**config.mk**
```make
export PLATFORM = sky130hd
export DESIGN_NAME = bridge_queue_flat
export DESIGN_NICKNAME = d
export VERILOG_FILES = /design/src/rtl/pocket_pkg.sv /design/src/rtl/bridge_if.sv /design/src/rtl/sync_fifo.sv /design/src/rtl/bridge_queue.sv /design/src/flat_wrapper.sv
export SDC_FILE = /design/constraint.sdc
export NUM_CORES = 1
export LEC_CHECK = 0
export ABC_CLOCK_PERIOD_IN_PS = 6050
export CAP_MARGIN = 10
export CORE_ASPECT_RATIO = 0.8
export CORE_MARGIN = 3
export CORE_UTILIZATION = 50
export CTS_CLUSTER_DIAMETER = 50
export CTS_CLUSTER_SIZE = 10
export DETAILED_ROUTE_END_ITERATION = 6
export DONT_BUFFER_PORTS = 1
export SYNTH_ARGS = -nofsm -noshare
export SYNTH_HDL_FRONTEND = slang
export SYNTH_SLANG_ARGS = --single-unit
```
**constraint.sdc**
```tcl
create_clock -name clk -period 6.05 [get_ports clk]
set_input_delay 1.21 -clock clk [delete_from_list [all_inputs] [get_ports clk]]
set_output_delay 1.21 -clock clk [all_outputs]
set_load 0.02 [all_outputs]
```
**src/rtl/pocket_pkg.sv**
```systemverilog
// Shared bridge types used by the host-side bridge and the blocks hanging off it.
package pocket;
  typedef logic [31:0] bridge_addr_t;
endpackage

```
**src/rtl/bridge_if.sv**
```systemverilog
// Same-clock host bridge bundle: one-cycle write/read strobes, read data returned by the target.
interface bridge_if;
  pocket::bridge_addr_t addr;
  logic                 wr;
  logic                 rd;
  logic [31:0]          wr_data;
  logic [31:0]          rd_data;

  modport target (input addr, wr, rd, wr_data, output rd_data);
  modport host   (output addr, wr, rd, wr_data, input rd_data);
endinterface

```
**src/rtl/sync_fifo.sv**
```systemverilog
// Single-clock FIFO, first-word-fall-through head; write-to-head latency 1 cycle.
// A push while full is dropped; a same-cycle pop never makes room for that push.
module sync_fifo #(
  parameter int address_width = 2,
  parameter int data_width    = 32
) (
  input  logic                  clk,
  input  logic                  reset,
  input  logic                  wr,
  input  logic [data_width-1:0] wr_data,
  input  logic                  rd,
  output logic [data_width-1:0] rd_data,
  output logic                  empty,
  output logic                  full
);
  localparam int depth = 1 << address_width;

  logic [data_width-1:0]    mem [depth];
  logic [address_width-1:0] wr_ptr;
  logic [address_width-1:0] rd_ptr;
  logic [address_width:0]   count;
  logic                     push;
  logic                     pop;

  assign empty   = (count == '0);
  assign full    = (count == (address_width + 1)'(depth));
  assign push    = wr && !full;
  assign pop     = rd && !empty;
  assign rd_data = mem[rd_ptr];

  always_ff @(posedge clk) begin
    if (push) begin
      mem[wr_ptr] <= wr_data;
    end
  end

  always_ff @(posedge clk) begin
    if (reset) begin
      wr_ptr <= '0;
      rd_ptr <= '0;
      count  <= '0;
    end else begin
      if (push) wr_ptr <= wr_ptr + address_width'(1);
      if (pop)  rd_ptr <= rd_ptr + address_width'(1);
      if (push && !pop)      count <= count + (address_width + 1)'(1);
      else if (!push && pop) count <= count - (address_width + 1)'(1);
    end
  end
endmodule

```
**src/rtl/bridge_queue.sv**
```systemverilog
// Buffers host bridge requests and replays them one at a time to a slow target, one read in flight.
// Request visible downstream 1 cycle after enqueue; out_ready stalls the head, drops only when full.
module bridge_queue
  import pocket::*;
#(
  parameter int                    address_width = 2,
  parameter int                    data_width    = 32,
  parameter int                    rd_timeout    = 255,
  parameter logic [data_width-1:0] timeout_data  = 32'hDEAD_BEEF
) (
  input  logic                  clk,
  input  logic                  reset,
  bridge_if.target              in,
  output bridge_addr_t          out_addr,
  output logic [data_width-1:0] out_wr_data,
  output logic                  out_wr,
  output logic                  out_rd,
  input  logic                  out_ready,
  input  logic                  out_rd_valid,
  input  logic [data_width-1:0] out_rd_data,
  output logic                  full,
  output logic                  overflow,
  output logic [15:0]           overflow_count,
  output logic [15:0]           timeout_count
);
  localparam int tw = $clog2(rd_timeout + 1);

  typedef struct packed {
    bridge_addr_t          addr;
    logic [data_width-1:0] wr_data;
    logic                  wr;
  } entry_t;

  typedef enum logic {ISSUE, WAIT_RD} state_t;

  state_t                state;
  logic [tw-1:0]         timer;
  logic [data_width-1:0] rd_data_q;
  entry_t                push_entry;
  entry_t                head;
  logic                  push_req;
  logic                  fifo_empty;
  logic                  issue_vld;
  logic                  pop;

  assign push_req   = in.wr || in.rd;
  assign push_entry = '{addr: in.addr, wr_data: in.wr_data, wr: in.wr};

  sync_fifo #(
    .address_width (address_width),
    .data_width    ($bits(entry_t))
  ) u_fifo (
    .clk     (clk),
    .reset   (reset),
    .wr      (push_req),
    .wr_data (push_entry),
    .rd      (pop),
    .rd_data (head),
    .empty   (fifo_empty),
    .full    (full)
  );

  assign issue_vld   = (state == ISSUE) && !fifo_empty;
  assign out_wr      = issue_vld && head.wr;
  assign out_rd      = issue_vld && !head.wr;
  assign pop         = issue_vld && out_ready;
  assign out_addr    = fifo_empty ? '0 : head.addr;
  assign out_wr_data = fifo_empty ? '0 : head.wr_data;
  assign in.rd_data  = rd_data_q;

  always_ff @(posedge clk) begin
    if (reset) begin
      state          <= ISSUE;
      timer          <= '0;
      rd_data_q      <= '0;
      timeout_count  <= '0;
      overflow       <= 1'b0;
      overflow_count <= '0;
    end else begin
      case (state)
        ISSUE: begin
          if (pop && !head.wr) begin
            state <= WAIT_RD;
            timer <= tw'(rd_timeout);
          end
        end
        WAIT_RD: begin
          // A response in the final timer cycle still beats the timeout.
          if (out_rd_valid) begin
            rd_data_q <= out_rd_data;
            state     <= ISSUE;
          end else if (timer == tw'(1)) begin
            rd_data_q <= timeout_data;
            state     <= ISSUE;
            if (timeout_count != 16'hFFFF) timeout_count <= timeout_count + 16'd1;
          end else begin
            timer <= timer - tw'(1);
          end
        end
        default: state <= ISSUE;
      endcase

      if (push_req && full) begin
        overflow <= 1'b1;
        if (overflow_count != 16'hFFFF) overflow_count <= overflow_count + 16'd1;
      end
    end
  end
endmodule

```
**src/flat_wrapper.sv**
```systemverilog
// flat-port wrapper written by rule: the top's interface ports become plain ports
module bridge_queue_flat import pocket::*;
#(
  parameter int                    address_width = 2,
  parameter int                    data_width    = 32,
  parameter int                    rd_timeout    = 255,
  parameter logic [data_width-1:0] timeout_data  = 32'hDEAD_BEEF
)
  (clk, reset, out_addr, out_wr_data, out_wr, out_rd, out_ready, out_rd_valid, out_rd_data, full, overflow, overflow_count, timeout_count, in_addr, in_wr, in_rd, in_wr_data, in_rd_data);
  bridge_if in_i ();
  input  logic clk;
  input  logic reset;
  output bridge_addr_t out_addr;
  output logic [data_width-1:0] out_wr_data;
  output logic out_wr;
  output logic out_rd;
  input  logic out_ready;
  input  logic out_rd_valid;
  input  logic [data_width-1:0] out_rd_data;
  output logic full;
  output logic overflow;
  output logic [15:0] overflow_count;
  output logic [15:0] timeout_count;
  input wire logic [$bits(in_i.addr)-1:0] in_addr;
  input wire logic [$bits(in_i.wr)-1:0] in_wr;
  input wire logic [$bits(in_i.rd)-1:0] in_rd;
  input wire logic [$bits(in_i.wr_data)-1:0] in_wr_data;
  output wire logic [$bits(in_i.rd_data)-1:0] in_rd_data;
  assign in_i.addr = in_addr;
  assign in_i.wr = in_wr;
  assign in_i.rd = in_rd;
  assign in_i.wr_data = in_wr_data;
  assign in_rd_data = in_i.rd_data;
  bridge_queue #(.address_width(address_width), .data_width(data_width), .rd_timeout(rd_timeout), .timeout_data(timeout_data)) u_core (.clk(clk), .reset(reset), .in(in_i), .out_addr(out_addr), .out_wr_data(out_wr_data), .out_wr(out_wr), .out_rd(out_rd), .out_ready(out_ready), .out_rd_valid(out_rd_valid), .out_rd_data(out_rd_data), .full(full), .overflow(overflow), .overflow_count(overflow_count), .timeout_count(timeout_count));
endmodule
```
# Yosys cells after proc, flatten, opt, wreduce, memory -nomap -nowiden
# Memories as Yosys holds them, arrays and structs flattened. A register that Yosys moved wholly into a read port is not among the register bits.
# Cells that the tools add are included.
[classes]
n_addsub = 7
eq_ne = 7
mux = 18
bitwise = 2
reduce_logical = 23
[op_table]
columns = ["cell", "count"]
rows = [
  ["32-bit two-way mux", 4],
  ["16-bit by 1-bit adder with 16-bit output (second input constant)", 2],
  ["16-bit != test (second input constant)", 2],
  ["8-bit two-way mux", 3],
  ["8-bit one-hot mux with 2 select lines", 1],
  ["1-bit logical AND", 10],
  ["8-bit by 1-bit equality test with 1-bit output (second input constant)", 1],
  ["8-bit by 1-bit subtractor with 8-bit output (second input constant)", 1],
  ["3-bit two-way mux", 2],
  ["2-bit != test (second input constant)", 3],
  ["1-bit zero test", 5],
  ["1-bit two-way mux", 5],
  ["2-bit by 1-bit adder with 2-bit output (second input constant)", 2],
  ["2-bit two-way mux", 2],
  ["2-bit AND reduction", 2],
  ["4-bit AND reduction", 1],
  ["2-bit nonzero test", 2],
  ["3-bit by 1-bit adder with 3-bit output (second input constant)", 1],
  ["3-bit equality test (second input constant)", 1],
  ["3-bit zero test", 1],
  ["3-bit AND reduction", 1],
  ["3-bit by 1-bit subtractor with 3-bit output (second input constant)", 1],
  ["1-bit NOT", 2],
  ["1-bit one-hot mux with 2 select lines", 1],
  ["1-bit logical OR", 1],
]
[totals]
reg_bits = 81
ram_bits = 260
input_bits = 102
output_inout_bits = 132
wordCells = 67
mem_count = 1
[mem_list]
columns = ["memory", "depth", "width", "rd", "rd_clocked_by_memory_dff", "wr", "line", "rtl"]
rows = [
  ["u_core.u_fifo.mem", 4, 65, 1, 1, 1, "sync_fifo.sv:18", "logic [data_width-1:0] mem [depth];"],
]

# Longest topological paths before layout
# Gate-level depths: netlist (run 1).
[logic_depth]
word_depth = 8
ltp_mapped = 10
mapped_depth_nobuf = 8

# By module
# Synthesis (run 1) repeated with hierarchy kept, for this count alone.
[unflattened]
hier_cells = 856
hier_area_um2 = 13710.6
[modules_own_cells]
columns = ["mod", "n_inst", "cells_per_inst", "area_each_um2"]
rows = [
  ["sync_fifo", 1, 387, 9887.0],
  ["bridge_queue", 1, 469, 3823.7],
]

# Worst setup path after synthesis (run 1)
# No wires, ideal clock.
[synth_timing]
path_kind = "input-to-reg"
startpoint = "input port in_rd"
endpoint = "memory u_core.u_fifo.mem[0][0] in the netlist's numbering, enable pin"
setup_ps = 430
arrival_time_ps = 3407
required_ps = 5620
setup_slack_ps = 2213
path_stages = 5
path_cell_list = "or2_2 clkbuf_1 nor2b_1 clkbuf_1 and2_1"
[synth_between]
elab_chain_cells = 4
[synth_lines]
columns = ["item", "line", "rtl"]
rows = [
  ["from (decl)", "flat_wrapper.sv:26", "input wire logic [$bits(in_i.rd)-1:0] in_rd;"],
  ["1-bit logical OR", "bridge_queue.sv:46", "assign push_req = in.wr || in.rd;"],
  ["1-bit logical AND", "sync_fifo.sv:27", "assign push = wr && !full;"],
  ["via u_core.u_fifo.push", "sync_fifo.sv:22", "logic push;"],
  ["1-bit two-way mux", "sync_fifo.sv:32", "if (push) begin"],
  ["1-bit two-way mux (implied by the code)", "sync_fifo.sv:33", "mem[wr_ptr] <= wr_data;"],
  ["to (decl)", "sync_fifo.sv:18", ""],
]
# The timed path passes the listed nets, and every way through them passes these cells.

==> impl_metrics.tcl, run 1 <==
set metrics [dict create \
    finalCoreUtilization_pct 56.7 \
    synth-edff-count 260 \
    maxCapViolCount 0 \
    cts_hold_buffers 0 \
    timing.max_slew.rel_slack_pct 28.0 \
    timing_worst_slew_pin_value_ns 1.08 \
    tritoncts_num_sinks 343 \
    timing.final.hold_violations 0 \
    share_of_cells_above_drive_strength_1_pct 19.6 \
    cts_buffers 40 \
    layout.cells.most_common "sky130_fd_sc_hd__edfxtp_1" \
    crit_path_max_incr_delay_ns 0.87 \
    grt_first_pass_wirelength_um 42700 \
    p_leak_nw 4.76 \
    final-max-slew-violation-count 0 \
    power.ir.vdd_worst_mv 0.316 \
    type_of_the_setup_path_with_the_least_slack "reg -> out" \
    leading_cell_types_in_the_layout_fill_and_taps_excluded "260 x sky130_fd_sc_hd__edfxtp_1, 81 x sky130_fd_sc_hd__dfxtp_1, 66 x sky130_fd_sc_hd__and2_1" \
    finalNetCount 927 \
    clock-skew-final_ns 0.0108 \
    placement.setup.worst_slack_ns 2.40 \
    pin_count_of_the_biggest_net_entering_global_routing 68 \
    crit_path_start_kind "flip-flop" \
    avgRoutedWirePerCell_um 23.0 \
    cp.arrival_ns 2.83 \
    grt_overflow 0 \
    rows 53 \
    cp_max_fo 40 \
    cts-htree-levels 2 \
    number_of_antenna_violations_at_the_first_check_in_global_routing 0 \
    gpl.final_weighted_congestion 0.810 \
    die_height_um 153 \
    area_growth_pct 10.5 \
    worstSetupEndpointType "output port" \
    synthArstFlopShare_pct 0 \
    finalSetupTns_ns 0 \
    fin_crit_ns 4.04 \
    number_of_global_route_vias_before_repair 7555 \
    worst_setup_hold_path_clk_slew_ns 0.06 \
    fmax_ghz 0.247 \
    postSynthCellCount 815 \
    worst_skew_pair.late_latency_ns 0.51 \
    drt_iter0_drc 461 \
    grtUsageTotal_pct 18.6 \
    drc_errors 0 \
    synth_seq_cells 343 \
    ctsLongestPathBuffers 3 \
    synth_top_flop_cell "sky130_fd_sc_hd__edfxtp_1" \
    rsz0062_at_grt "false" \
    fp.coreArea_mm2 0.0265 \
    vias_per_cell 6.11 \
    routed_wirelength_um 27300 \
    netlist_top_cells_area "sky130_fd_sc_hd__edfxtp_1 58%, sky130_fd_sc_hd__dfxtp_1 12%, sky130_fd_sc_hd__mux4_2 11%" \
    ys_warn_count 0 \
    post_cts_resized 0 \
    root_buffer "sky130_fd_sc_hd__clkbuf_16" \
    cts_post_setup_buffers_inserted 0 \
    outcome "complete, no violations" \
    tritoncts_clock_tree "yes" \
    post_synth_instance_area_mm2 0.0136 \
    initial_core_util_pct 51.3 \
    final_min_period_over_clock_period_pct 66.8 \
    postPlaceCellArea_mm2 0.0139 \
    stdcell_area_mm2 0.0150 \
    worst_ep_required_time_ns 4.84 \
    die_area_mm2 0.0292 \
    cp_slowest_cell "sky130_fd_sc_hd__dfxtp_4" \
    synth.yosys.seq_area_share_pct 69.8 \
    die_w_um 190 \
    ys_types 59 \
    vias_after_detailed_routing 7241 \
    power_per_cell_area_mw_per_mm2 486 \
    synthDominantCellAreaShare_pct 57.5 \
    post_synth.cell_area_avg_um2 16.7 \
    syn-num-nets 927 \
    diodes 0 \
    post_synthesis_cell_type_with_the_largest_combined_area "sky130_fd_sc_hd__edfxtp_1" \
    hold_class "reg -> reg" \
    buffer_ports.inserted 0 \
    setup_viol_count_final 0 \
    drt.antenna.violating_nets 0 \
    crit_chain "buf_4 > mux4_2 > and2_1" \
    floorplan.io_pins 234 \
    dpl.hpwl_um 16700 \
    setup_ws_ns 2.01 \
    drt-pass1-iter-count 5 \
]
-- final cells by class --
cell class              count  area, um^2
clock buffers              52        1080
inverters                  16        60.1
flip-flops and latches    343        9480
well taps                 357         447
multi-input cells         411        3860
fillers                  2015       11500
repair buffers              3        22.5
clock inverters             3        47.5
-- stage by stage --
stage	hold slack, ns	instances	power (mW)
floorplan	0.453	815	4.86
global placement	0.468	1129	5.23
detailed placement	0.476	1129	5.29
CTS	0.485	1184	7.40
global route	0.534	1185	7.66
finish	0.490	1185	7.29
-- where the power goes --
| part | internal, mW | total (mW) | switching [mW] |
|---|---|---|---|
| combinational | 0.671 | 1.85 | 1.18 |
| sequential | 3.06 | 3.35 | 0.287 |
| clock | 1.27 | 2.09 | 0.821 |
| total | 5.00 | 7.29 | 2.29 |
-- flip-flops by register name, indices dropped and copies added, names as in the netlist, named ones only --
signal / count
u_core.in.rd_data: 32
u_core.overflow: 1
u_core.overflow_count: 16
u_core.state: 1
u_core.timeout_count: 16
u_core.timer: 8
u_core.u_fifo.count: 3
u_core.u_fifo.mem: 260
u_core.u_fifo.rd_ptr: 2
u_core.u_fifo.wr_ptr: 2
-- cell usage after synthesis, drive strengths merged (17+ instances only) --
cell type  instances
mux4              65
nor2              20
o221a             23
and2              70
nand2             21
or4               19
clkbuf            28
o31ai             18
dfxtp             83
edfxtp           260
a21oi             37
buf               17
-- logic make-up after synthesis --
logic type / synth area share [%]
AOI/OAI and AO/OA: 6.07
xor gates and xnor gates: 0.323
adders and majority gates: 0.977
buffers and inverters: 1.85
DFF: 69.8
muxes: 11.4
and+or+nand+nor: 9.60
-- routing by layer --
layer	track usage [%]	up-vias	wire length, um
met3	7.20	41	2770
met1	24.0	3700	11000
met5	0	-	0
met4	5.27	0	556
li1	-	3243	-
met2	29.7	257	13000
-- final timing paths --
| check | from | to | slack, ns | depth (start not counted) |
|---|---|---|---|---|
| worst min register to register | u_core.timer[7]$_SDFFE_PP0P_ | u_core.timer[7]$_SDFFE_PP0P_ | 0.49 | 2 |
| worst max register to register | u_core.u_fifo.count[0]$_SDFFE_PP0P_ | u_core.u_fifo.count[2]$_SDFFE_PP0P_ | 3.03 | 8 |
| worst min-delay path | u_core.timer[7]$_SDFFE_PP0P_ | u_core.timer[7]$_SDFFE_PP0P_ | 0.49 | 2 |
| worst max-delay path | flip-flop | out_addr[27] | 2.01 | 3 |
-- critical path: cells and delay by family, from the launching register on --
kind	cells	cell delay (ns)
DFF	1	0.87
muxes	1	0.58
and+or+nand+nor	1	0.24
buffers and inverters	1	0.59
(Power assumes the default switching activity.)
==> inputs of run 2 (changes only) <==
Settings changed: ABC_CLOCK_PERIOD_IN_PS 6050 to 3400, PLACE_DENSITY set to 0.68.
Clock period 6.05 ns to 3.4 ns, I/O delays scaled along.
==> run 2 against run 1 <==
- die area stayed put
- utilization increased by 0.70 points
- setup slack worse by 1.7 ns
- first-iteration DRC count grew 16%
- wire length up 3.8%
- sequential power increased by 75%
- via count grew 1.0%
- sequential share of layout area shrank 0.77 points
- critical path type unchanged
- critical endpoint is now out_addr[7]
- largest cell class unchanged
- highest routed layer unchanged
==> impl_metrics.tcl, run 2 (synthesis gave the netlist of run 1 again) <==
set metrics [dict create \
    buffer_ports.inserted 0 \
    die_height_um 153 \
    share_of_cells_above_drive_strength_1_pct 20.6 \
    tritoncts_num_sinks 343 \
    power.switching_mw 4.15 \
    crit_path_max_incr_delay_ns 0.67 \
    rows 53 \
    pin_count_of_the_biggest_net_entering_global_routing 67 \
    timing.final.hold_violations 0 \
    cp.arrival_ns 2.37 \
    register_ranked_first_by_flip_flop_count "u_core.u_fifo.mem" \
    floorplan.io_pins 234 \
    root_buffer "sky130_fd_sc_hd__clkbuf_16" \
    vias_after_detailed_routing 7315 \
    cts-htree-levels 2 \
    fp.coreArea_mm2 0.0265 \
    finalNetCount 938 \
    fmax_ghz 0.328 \
    hold_class "in -> reg" \
    number_of_antenna_violations_at_the_first_check_in_global_routing 1 \
    power.ir.vdd_worst_mv 0.453 \
    drt_iter0_drc 537 \
    number_of_global_route_vias_before_repair 7464 \
    p_leak_nw 4.85 \
    drt.antenna.violating_nets 0 \
    drc_errors 0 \
    finalCoreUtilization_pct 57.4 \
    post_cts_resized 0 \
    cp_max_fo 23 \
    gpl.final_weighted_congestion 0.855 \
    timing_worst_slew_pin_value_ns 0.993 \
    die_area_mm2 0.0292 \
    die_w_um 190 \
    grt_overflow 0 \
    initial_core_util_pct 51.3 \
    clock_power_share_pct 28.9 \
    power.switching_fraction_pct 31.4 \
    tritoncts_clock_tree "yes" \
    grtUsageTotal_pct 19.2 \
    grt_first_pass_wirelength_um 43700 \
    crit_chain "buf_4 > mux4_2 > and2_1" \
    crit_path_start_kind "flip-flop" \
    p_seq_share_pct 44.4 \
    worst-path-buf-inv 1 \
    cts_buffers 41 \
    avgRoutedWirePerCell_um 23.7 \
    final_min_period_over_clock_period_pct 89.7 \
    area_growth_pct 11.8 \
    clock-skew-final_ns 0.0133 \
    cp_slowest_cell "sky130_fd_sc_hd__dfxtp_4" \
    outcome "complete, no violations" \
    worstSetupEndpointType "output port" \
    timing.max_slew.rel_slack_pct 33.7 \
    rsz0062_at_grt "false" \
    ctsLongestPathBuffers 3 \
    worst_skew_pair.late_latency_ns 0.51 \
    cts_post_setup_buffers_inserted 0 \
    r2r_slack_ns 0.81 \
    fin_crit_ns 3.05 \
    pwr-share-comb_pct 26.7 \
    routed_wirelength_um 28300 \
    layout.cells.most_common "sky130_fd_sc_hd__edfxtp_1" \
    setup_viol_count_final 0 \
    leading_cell_types_in_the_layout_fill_and_taps_excluded "260 x sky130_fd_sc_hd__edfxtp_1, 81 x sky130_fd_sc_hd__dfxtp_1, 66 x sky130_fd_sc_hd__and2_1" \
    worst_setup_hold_path_clk_slew_ns 0.05 \
    finalSetupTns_ns 0 \
    path_delay_family "flip-flops" \
    power_per_cell_area_mw_per_mm2 870 \
    drt-pass1-iter-count 5 \
    type_of_the_setup_path_with_the_least_slack "reg -> out" \
    cts_hold_buffers 0 \
    vias_per_cell 6.12 \
    cell_internal_pwr_mw 9.06 \
    maxCapViolCount 0 \
    worst_ep_required_time_ns 2.72 \
    dpl.hpwl_um 17800 \
    final-max-slew-violation-count 0 \
    largest_register_ffs 260 \
]
## run 2: final cells by class
type                    instances  area (um^2)
clock inverters                 6         58.8
inverters                      16         60.1
multi-input cells             411         3860
well taps                     357          447
diodes                          1         2.50
flip-flops and latches        343         9480
fillers                      1981        11300
clock buffers                  49         1100
repair buffers                 13          173
## run 2: through the flow
step                cells  cell area (um^2)  hold slack (ns)  worst slack [ns]  power, mW
finish               1196             15200            0.247             0.350       13.2
global route         1196             15200            0.221             0.166       13.8
CTS                  1195             15200            0.212             0.251       13.4
detailed placement   1140             14000            0.498             0.663       9.54
global placement     1140             14000            0.468             0.776       9.41
floorplan             815             13600            0.453            0.0932       8.65
## run 2: power groups by stage
| stage | registers [mW] | clock network [mW] | logic, mW |
|---|---|---|---|
| floorplan | 5.78 | 0 | 2.87 |
| global placement | 5.89 | 0 | 3.52 |
| detailed placement | 5.95 | 0 | 3.59 |
| CTS | 5.87 | 3.92 | 3.61 |
| global route | 5.94 | 4.09 | 3.82 |
| finish | 5.86 | 3.82 | 3.53 |
## run 2: worst paths after layout
path | startpoint | end | cells past startpoint
setup / recovery | flip-flop | out_addr[7] | 3
hold / removal | reset | u_core.timeout_count[10]$_SDFFE_PP0P_ | 1
setup reg to reg | u_core.u_fifo.count[0]$_SDFFE_PP0P_ | u_core.u_fifo.count[2]$_SDFFE_PP0P_ | 9
hold reg to reg | u_core.timer[2]$_SDFFE_PP0P_ | u_core.timer[2]$_SDFFE_PP0P_ | 2
## run 2: layer usage
metal  up-vias  GRT usage (%)  share of wire, %
met4         0           5.90               2.5
met2       291           30.9                48
li1       3273              -                 -
met1      3692           24.8                39
met3        59           6.74                10
met5         -              0                 0
